### src/rtl/me_pkg.sv
// me_pkg: shared state type, width defaults and lane extraction for the MSAD selector
package me_pkg;
  typedef enum logic [1:0] {ACC, SKIP, OUT} state_t;
  localparam int ME_SAD_W = 14;
  localparam int ME_COORD_W = 5;
  localparam int MAX_VEC_W = 512;
  function automatic logic [31:0] lane_sad(input logic [MAX_VEC_W-1:0] v, input int k, input int w);
    return 32'(v >> (k * w));
  endfunction
endpackage

### src/rtl/me_sad_min_tree.sv
// me_sad_min_tree: combinational minimum over LANES SADs, lowest lane wins ties
module me_sad_min_tree
  import me_pkg::*;
#(
  parameter int SAD_W = ME_SAD_W,
  parameter int LANES = 4,
  parameter int IDX_W = 2
) (
  input  logic [LANES*SAD_W-1:0] sad,
  output logic [SAD_W-1:0]       min_sad,
  output logic [IDX_W-1:0]       min_idx
);
  logic [SAD_W-1:0] lv;
  // strict compare keeps the earliest lane on equal values
  always_comb begin
    lv = '0;
    min_sad = SAD_W'(lane_sad(MAX_VEC_W'(sad), 0, SAD_W));
    min_idx = '0;
    for (int k = 1; k < LANES; k++) begin
      lv = SAD_W'(lane_sad(MAX_VEC_W'(sad), k, SAD_W));
      if (lv < min_sad) begin
        min_sad = lv;
        min_idx = IDX_W'(k);
      end
    end
  end
endmodule

### src/rtl/me_msad_select.sv
// me_msad_select: multi-lane minimum-SAD selector with early termination and result handshake
module me_msad_select
  import me_pkg::*;
#(
  parameter int SAD_W    = ME_SAD_W,
  parameter int COORD_W  = ME_COORD_W,
  parameter int LANES    = 4,
  parameter int SEARCH_W = 32,
  parameter int SEARCH_H = 32
) (
  input  logic                   clk,
  input  logic                   rst,
  input  logic                   clear_i,
  input  logic                   mode_i,
  input  logic [SAD_W-1:0]       thresh_i,
  input  logic                   sad_valid_i,
  output logic                   sad_ready_o,
  input  logic [LANES*SAD_W-1:0] sad_i,
  output logic [SAD_W-1:0]       MSAD,
  output logic [COORD_W-1:0]     MSAD_row,
  output logic [COORD_W-1:0]     MSAD_column,
  output logic                   early_o,
  output logic                   data_valid,
  input  logic                   res_ready_i
);
  localparam int IDX_W = LANES > 1 ? $clog2(LANES) : 1;
  localparam logic [COORD_W-1:0] LAST_ROW = COORD_W'(SEARCH_H - 1);
  localparam logic [COORD_W-1:0] LAST_COL = COORD_W'(SEARCH_W - LANES);
  localparam logic [COORD_W-1:0] STEP = COORD_W'(LANES);

  state_t             state;
  logic [COORD_W-1:0] row, col, best_row, best_col;
  logic [SAD_W-1:0]   best, thresh_l;
  logic               mode_l;
  logic [SAD_W-1:0]   t_min;
  logic [IDX_W-1:0]   t_idx;
  logic               acc, first, last, hit, take;
  logic [COORD_W-1:0] t_col, nxt_row, nxt_col;

  me_sad_min_tree #(.SAD_W(SAD_W), .LANES(LANES), .IDX_W(IDX_W)) u_tree (
    .sad(sad_i), .min_sad(t_min), .min_idx(t_idx)
  );

  assign sad_ready_o = state != OUT;

  // per-beat decisions: block start, block end, early hit and running-best update
  always_comb begin
    acc = sad_valid_i && sad_ready_o;
    first = state == ACC && row == '0 && col == '0;
    last = row == LAST_ROW && col == LAST_COL;
    hit = (first ? mode_i : mode_l) && t_min < (first ? thresh_i : thresh_l);
    take = first || t_min < best;
    t_col = col + COORD_W'(t_idx);
    nxt_col = col == LAST_COL ? '0 : col + STEP;
    nxt_row = last ? '0 : col == LAST_COL ? row + COORD_W'(1) : row;
  end

  // block state machine with registered result
  always_ff @(posedge clk or negedge rst) begin
    if (!rst) begin
      state <= ACC;
      row <= '0;
      col <= '0;
      best <= '1;
      best_row <= '0;
      best_col <= '0;
      mode_l <= 1'b0;
      thresh_l <= '0;
      MSAD <= '0;
      MSAD_row <= '0;
      MSAD_column <= '0;
      early_o <= 1'b0;
      data_valid <= 1'b0;
    end else if (clear_i) begin
      state <= ACC;
      row <= '0;
      col <= '0;
      best <= '1;
      best_row <= '0;
      best_col <= '0;
      mode_l <= 1'b0;
      thresh_l <= '0;
      MSAD <= '0;
      MSAD_row <= '0;
      MSAD_column <= '0;
      early_o <= 1'b0;
      data_valid <= 1'b0;
    end else begin
      case (state)
        ACC: if (acc) begin
          if (first) begin
            mode_l <= mode_i;
            thresh_l <= thresh_i;
          end
          if (hit || last) begin
            MSAD <= hit || take ? t_min : best;
            MSAD_row <= hit || take ? row : best_row;
            MSAD_column <= hit || take ? t_col : best_col;
            early_o <= hit;
            data_valid <= 1'b1;
            best <= '1;
            state <= last ? OUT : SKIP;
          end else if (take) begin
            best <= t_min;
            best_row <= row;
            best_col <= t_col;
          end
          row <= nxt_row;
          col <= nxt_col;
        end
        SKIP: begin
          if (data_valid && res_ready_i) data_valid <= 1'b0;
          if (acc) begin
            row <= nxt_row;
            col <= nxt_col;
            if (last) state <= data_valid && !res_ready_i ? OUT : ACC;
          end
        end
        OUT: if (data_valid && res_ready_i) begin
          data_valid <= 1'b0;
          row <= '0;
          col <= '0;
          best <= '1;
          state <= ACC;
        end
        default: state <= ACC;
      endcase
    end
  end
endmodule

### config.mk
export PLATFORM = sky130hd
export DESIGN_NAME = me_msad_select
export DESIGN_NICKNAME = d
export VERILOG_FILES = /design/src/rtl/me_pkg.sv /design/src/rtl/me_sad_min_tree.sv /design/src/rtl/me_msad_select.sv
export SDC_FILE = /design/constraint.sdc
export NUM_CORES = 1
export LEC_CHECK = 0
export BUFFER_PORTS_ARGS = -buffer_cell sky130_fd_sc_hd__buf_4
export CORE_ASPECT_RATIO = 2
export CORE_MARGIN = 2
export CORE_UTILIZATION = 53
export CTS_BUF_LIST = sky130_fd_sc_hd__clkbuf_2 sky130_fd_sc_hd__clkbuf_4 sky130_fd_sc_hd__clkbuf_8
export DETAILED_ROUTE_END_ITERATION = 7
export HOLD_SLACK_MARGIN = 0.12
export PLACE_DENSITY = 0.77
export SYNTH_ARGS = -nofsm -noshare
export SYNTH_HDL_FRONTEND = slang
export SYNTH_SLANG_ARGS = --single-unit
### constraint.sdc
create_clock -name clk -period 4.2 [get_ports clk]
set_clock_uncertainty 0.05 [all_clocks]
set_input_delay 0.42 -clock clk [delete_from_list [all_inputs] [get_ports clk]]
set_output_delay 0.42 -clock clk [all_outputs]
set_load 0.02 [all_outputs]
-- Word level (Yosys, flattened, before mapping)
Index checks and enable logic that the tools add are counted.
- add/sub/neg operators: 3
- div/mod/pow operators: 0
- eq/ne operators: 15
- shift operators: 0
- bitwise operators: 0
- magnitude comparators: 5
- $mul: 0
- multiplexer cells: 73
- reductions and logical operators: 31
- operators with widths (cell ; count):
    $mux 14 ; 17
    $mux 5 ; 28
    $lt 14x14->1 ; 5
    $pmux 14 s2 ; 1
    $mux 2 ; 10
    $pmux 5 s2 ; 2
    $reduce_and 4->1 ; 4
    $mux 1 ; 13
    $ne 3x3->1 const B ; 4
    $eq 5x5->1 const B ; 2
    $logic_not 5->1 ; 2
    $reduce_bool 3->1 ; 3
    $reduce_bool 2->1 ; 4
    $logic_and 1x1->1 ; 7
    $ne 3x1->1 const B ; 2
    $pmux 2 s3 ; 1
    $reduce_and 3->1 ; 2
    $add 5x1->5 const B ; 1
    $add 5x2->5 ; 1
    $add 5x3->5 const B ; 1
    $reduce_and 5->1 ; 1
    $ne 2x2->1 const B ; 2
    $ne 4x1->1 const B ; 1
    $ne 4x3->1 const B ; 1
    other kinds (9) ; 12
- bits in read-only memories: 0
- bits in latches: 0
- logic and storage cells: 140
- register bits: 77
- memory bits (writable): 0
- memories kept: 0
- output and inout bits: 27

-- Depth between registers and ports, before layout
- depth after elaboration: 14
- mapped depth: 39
- mapped depth without buffers: 34

-- Hierarchy
A second synthesis with hierarchy kept.
- cell total of the unflattened synthesis: 623
- area total of the unflattened synthesis: 5866.9 um^2
- by module, submodules not included (module ; instances ; area each (um^2) ; cells each):
    me_msad_select ; 1 ; 4279.1 ; 428
    me_sad_min_tree ; 1 ; 1587.8 ; 195

-- Least setup slack after synthesis
Ideal clock, no wire load.
- path kind: input to register
- start point: input sad_i[12]
- end point: register MSAD[0]
- stages on the path: 39
- required time: 4.011 ns
- arrival time: 8.392 ns
- setup slack: -4.380 ns
- path through: inv_1 > ha_1 > a21oi_1 > nand2_1 > a211oi_2 > o21a_1 > buf_2 > buf_1 > nor2_1 > a21oi_1 > ha_1 > a211o_1 > o211ai_1 > a31oi_1 > nor2_1 > a21boi_2 > buf_2 > mux2i_1 > [3 not listed] > a21o_1 > a221oi_2 > nand3b_1 > o31ai_2 > buf_4 > mux2i_1 > inv_1 > ha_1 > a21o_1 > a2111oi_0 > o21ai_0 > a221o_1 > or3_1 > o21ai_2 > nor3_1 > nand3_2 > buf_6 > o221ai_1
- longest elaborated chain between the ends: 14
- ends and longest elaborated chain (what ; line ; text):
    start: declaration ; me_msad_select.sv:18 ; input logic [LANES*SAD_W-1:0] sad_i,
    $lt 14x14->1 ; me_sad_min_tree.sv:21 ; if (lv < min_sad) begin
    $mux 14 * ; me_sad_min_tree.sv:21 ;
    $lt 14x14->1 ; me_sad_min_tree.sv:21 ;
    $mux 14 * ; me_sad_min_tree.sv:21 ;
    $lt 14x14->1 ; me_sad_min_tree.sv:21 ;
    $mux 14 * ; me_sad_min_tree.sv:21 ;
    $lt 14x14->1 (on tied branches) ; me_msad_select.sv:51, me_msad_select.sv:52 ;
    $logic_and 1x1->1 / $logic_or 1x1->1 (equally long branches) ; me_msad_select.sv:51, me_msad_select.sv:52 ;
    $logic_or 1x1->1 ; me_msad_select.sv:96 ; MSAD <= hit || take ? t_min : best;
    $mux 14 ; me_msad_select.sv:96 ;
    $mux 14 ; me_msad_select.sv:95 ; if (hit || last) begin
    $mux 14 ; me_msad_select.sv:90 ; ACC: if (acc) begin
    $mux 14 ; me_msad_select.sv:89 ; case (state)
    $mux 14 ; me_msad_select.sv:74 ; end else if (clear_i) begin
    end signal: assignment ; me_msad_select.sv:96 ;
    end: declaration ; me_msad_select.sv:19 ; output logic [SAD_W-1:0] MSAD,
Mark *: on every way between the ends. The rest lies on a longest branch, timed or not. The select of a mux whose other input is x is not followed.
A chain may end at the register's enable or synchronous reset.

-- Worst setup path after layout
- start point: input sad_i[11]
- end point: register best_col[1]
- longest elaborated chain between the ends: 12
- ends and longest elaborated chain (what ; line ; text):
    branches (longest 12 deep; another with $lt 14x14->1) ; - ;
    end signal: assignment ; me_msad_select.sv:106 ; best_col <= t_col;
    end: declaration ; me_msad_select.sv:32 ; logic [COORD_W-1:0] row, col, best_row, best_col;
Parallel ways; which one is timed is not known. The select of a mux whose other input is x is not followed.

==> impl_results.md <==
- Ports: 103
- Tot GR Track Use: 0.424
- Syn_area_per_cell: 8.92 um^2
- NumNets Final: 1103
- Buf/Inv on CP: 13
- IO buf count: roughly 100
- Worst r2r src: col[3]
- Setup CP Type: primary input to flip-flop
- End-of-flow core utilization: 0.890
- Routed Antenna Nets: 0
- RSZ-0062 raised after global routing: yes
- Fin. Hold Viols: 0
- Mapped Area: 0.00616 mm^2
- Pwr/cell area: between 500 and 600 mW/mm^2
- Failing checks: DRC, setup timing
- Area of the die: 0.0126 mm^2
- Via count: roughly 8200
- DP Area: 0.00814 mm^2
- Lkg Pwr: 4.75 nW
- Vias in the first global route: just under 8000
- Fraction of layout cells with a size suffix above 1: 0.542
- YS warnings: 0
- Diode count: 0
- Post-synth EDFFs: 0
- Worst path most repeated cell: buf_6
- Largest cells by area after synthesis: dfrtp_1 (25%), ha_1 (15%), mux2i_1 (6.7%)
- CP Launch Type: primary input
- TritonCTS clock tree: done
- Core outline area: 0.0114 mm^2
- Largest net degree at the start of global routing: 76
- Status: complete, but fails checks
- Path depth of the worst reg2reg path: 16
- Mapped Nets: about 840
- WP data required: 4.40 ns
- First DRT Iteration DRCs: roughly 1600
- Global-route wire length before repair: 40000 um
- Max clock buf depth: 2
- R2r setup slk: -0.18 ns
- Period minus WS final: 8.88 ns
- Most used DFF post-synth: dfrtp_1
- Routed WL per cell: approximately 33 um
- Worst Hold Class: primary input to asynchronous set/reset pin
- Final instance area: 0.0101 mm^2
- Final Max Slew Viols: 0
- Crit-path max cell delay: 0.43 ns
- Share of the yosys chip area belonging to registers: 0.307
- Maxcap violations: 0
- Routability cong.: 0.941
- Starting Density: 0.543
- Area growth syn-to-layout: 64.0%
- DRC errors left: 45
- Core Rows: 55
- Clock buffer count from CTS: 9
- Final setup viols: 52
- RR Endpoint: best_col[1]
- Clock Sinks: 75
- Crit path depth: 41
- CP Launch Point: sad_i[11]
- Crit-path slowest cell: a221o_1
- CTS root buffer: clkbuf_8
- Syn Inst Count: 691
- CTS H-tree depth: 3
- Hpwl dp: ~15000 um
- Critical-path maximum fanout: 5
- Clk Latency, worst-skew pair: 0.40 ns
- Worst setup EP type: flip-flop
- Crit path DAT: 9.08 ns
- Period utilisation layout: 2.11
- Crit path capture: best_col[1]
- Slew headroom: 0.342
- Worst-path clk slew: 0.09 ns
- Initial antenna violation count: 1
- Post-route worst setup slack: -4.68 ns
- Worst vdd ir: 424 uV
- Tightest Pin Transition: 0.987 ns
- Yosys top cell by area: dfrtp_1
- Post-synth top area share: 0.248
- Die X: 80.2 um
- Yosys reg bits: 75
- Max Freq: 113 MHz
- CP delay by family, top: compound AO/OA/AOI/OAI gates
- First-pass detailed-route iteration total: 8
- Total wire length: 35800 um
- Die H: 156 um
- Gr ovfl total: 0
- FFs w/ async S/R, synth: 1.00
- Vias per cell: 7.46
- Distinct cell type count after synthesis: 67
[sequential cells by signal, indices dropped and copies added (netlist names)]
name and count:
MSAD_row 5, state 2, best 14, early_o 1, data_valid 1, best_row 5
MSAD 14, MSAD_column 5, thresh_l 14, mode_l 1, best_col 5, row 5
col 3
[how the worst min path moves through the flow]
stage | slack, ns | cells past startpoint | to | start
CTS | 0.18 | 1 | row[4] | rst
detailed placement | 0.47 | 2 | MSAD_row[2] | MSAD_row[2]
global placement | 0.46 | 2 | MSAD_column[2] | MSAD_column[2]
finish | 0.11 | 1 | MSAD_column[2] | rst
floorplan | 0.07 | 0 | MSAD[0] | rst
global route | 0.22 | 1 | MSAD_column[2] | rst
[per-layer routing]
layer  GRT usage  share of wire  wire (um)  up-vias
li1            -              -          -     3024
met1       0.388           0.29      10200     3709
met2       0.730           0.43      15300      954
met3      0.0940           0.13       4810      507
met4       0.419           0.15       5430        0
met5           0              0          0        -
[kinds of logic (layout without fill, tap and decap cells)]
logic type	after synthesis	after routing	synth area share
buffers and inverters	125	390	0.0851
xor gates and xnor gates	2	2	0.00284
muxes	42	42	0.0684
DFF	75	75	0.307
AOI/OAI and AO/OA	215	216	0.260
and+or+nand+nor	156	156	0.123
adders and majority gates	75	75	0.152
other	1	1	0.000609
[synthesized netlist by cell type, drive strengths merged, types with 2 or more instances]
cell / n
a211o: 3
a211oi: 16
a21boi: 2
a21o: 8
a21oi: 52
a221oi: 2
a22oi: 14
a31o: 2
a31oi: 4
and2: 3
and3: 6
and4: 2
buf: 14
clkbuf: 17
dfrtp: 61
dfstp: 14
ha: 75
inv: 94
mux2i: 41
nand2: 39
nand2b: 3
nand3: 19
nand4: 8
nor2: 50
nor2b: 3
nor3: 13
o211ai: 3
o21a: 5
o21ai: 62
o221ai: 23
o311ai: 2
o31ai: 6
or2: 2
or3: 4
xnor2: 2
[placed cells by master (no fill, tap or decap), drive strengths merged, types with 16 or more instances in the layout]
| cell type | n |
|---|---|
| a211oi | 16 |
| a21oi | 52 |
| buf | 276 |
| dfrtp | 61 |
| ha | 75 |
| inv | 94 |
| mux2i | 41 |
| nand2 | 39 |
| nand3 | 19 |
| nor2 | 50 |
| o21ai | 62 |
| o221ai | 23 |
[what timing repair did]
| item | in CTS | in global routing |
|---|---|---|
| pin swaps | 45 | 36 |
| setup endpoints to repair | 52 | 52 |
| hold buffers | 0 | 0 |
| cloned | 5 | 4 |
| buffers inserted | 29 | 16 |
| resized for setup | 183 | 86 |
[report_power, final]
group | internal [mW] | leakage [nW] | switching (mW)
logic | 1.78 | 3.67 | 2.39
registers | 0.958 | 0.978 | 0.183
clock network | 0.351 | 0.108 | 0.328
total | 3.08 | 4.75 | 2.90
[final cells by class]
class	count	area (um^2)
Clock inverter	6	88.8
Fill cell	416	1250
Sequential cell	75	1890
Multi-Input combinational cell	492	4910
Inverter	94	363
Timing Repair Buffer	280	2530
Tap cell	142	178
Clock buffer	10	138
[metrics by stage]
step	cells	hold WS (ns)	total power [mW]	worst slack (ns)	setup TNS (ns)
final	1099	0.114	5.99	-4.68	-227.58
after global routing	1099	0.217	6.15	-4.94	-241.38
after CTS	1079	0.183	4.88	-3.22	-161.19
after detailed placement	1029	0.471	3.65	-4.46	-226.49
after global placement	1029	0.457	3.51	-4.01	-203.17
after floorplan	691	0.0744	2.66	-3.43	-172.89
Power figures use the tool's default switching activity.
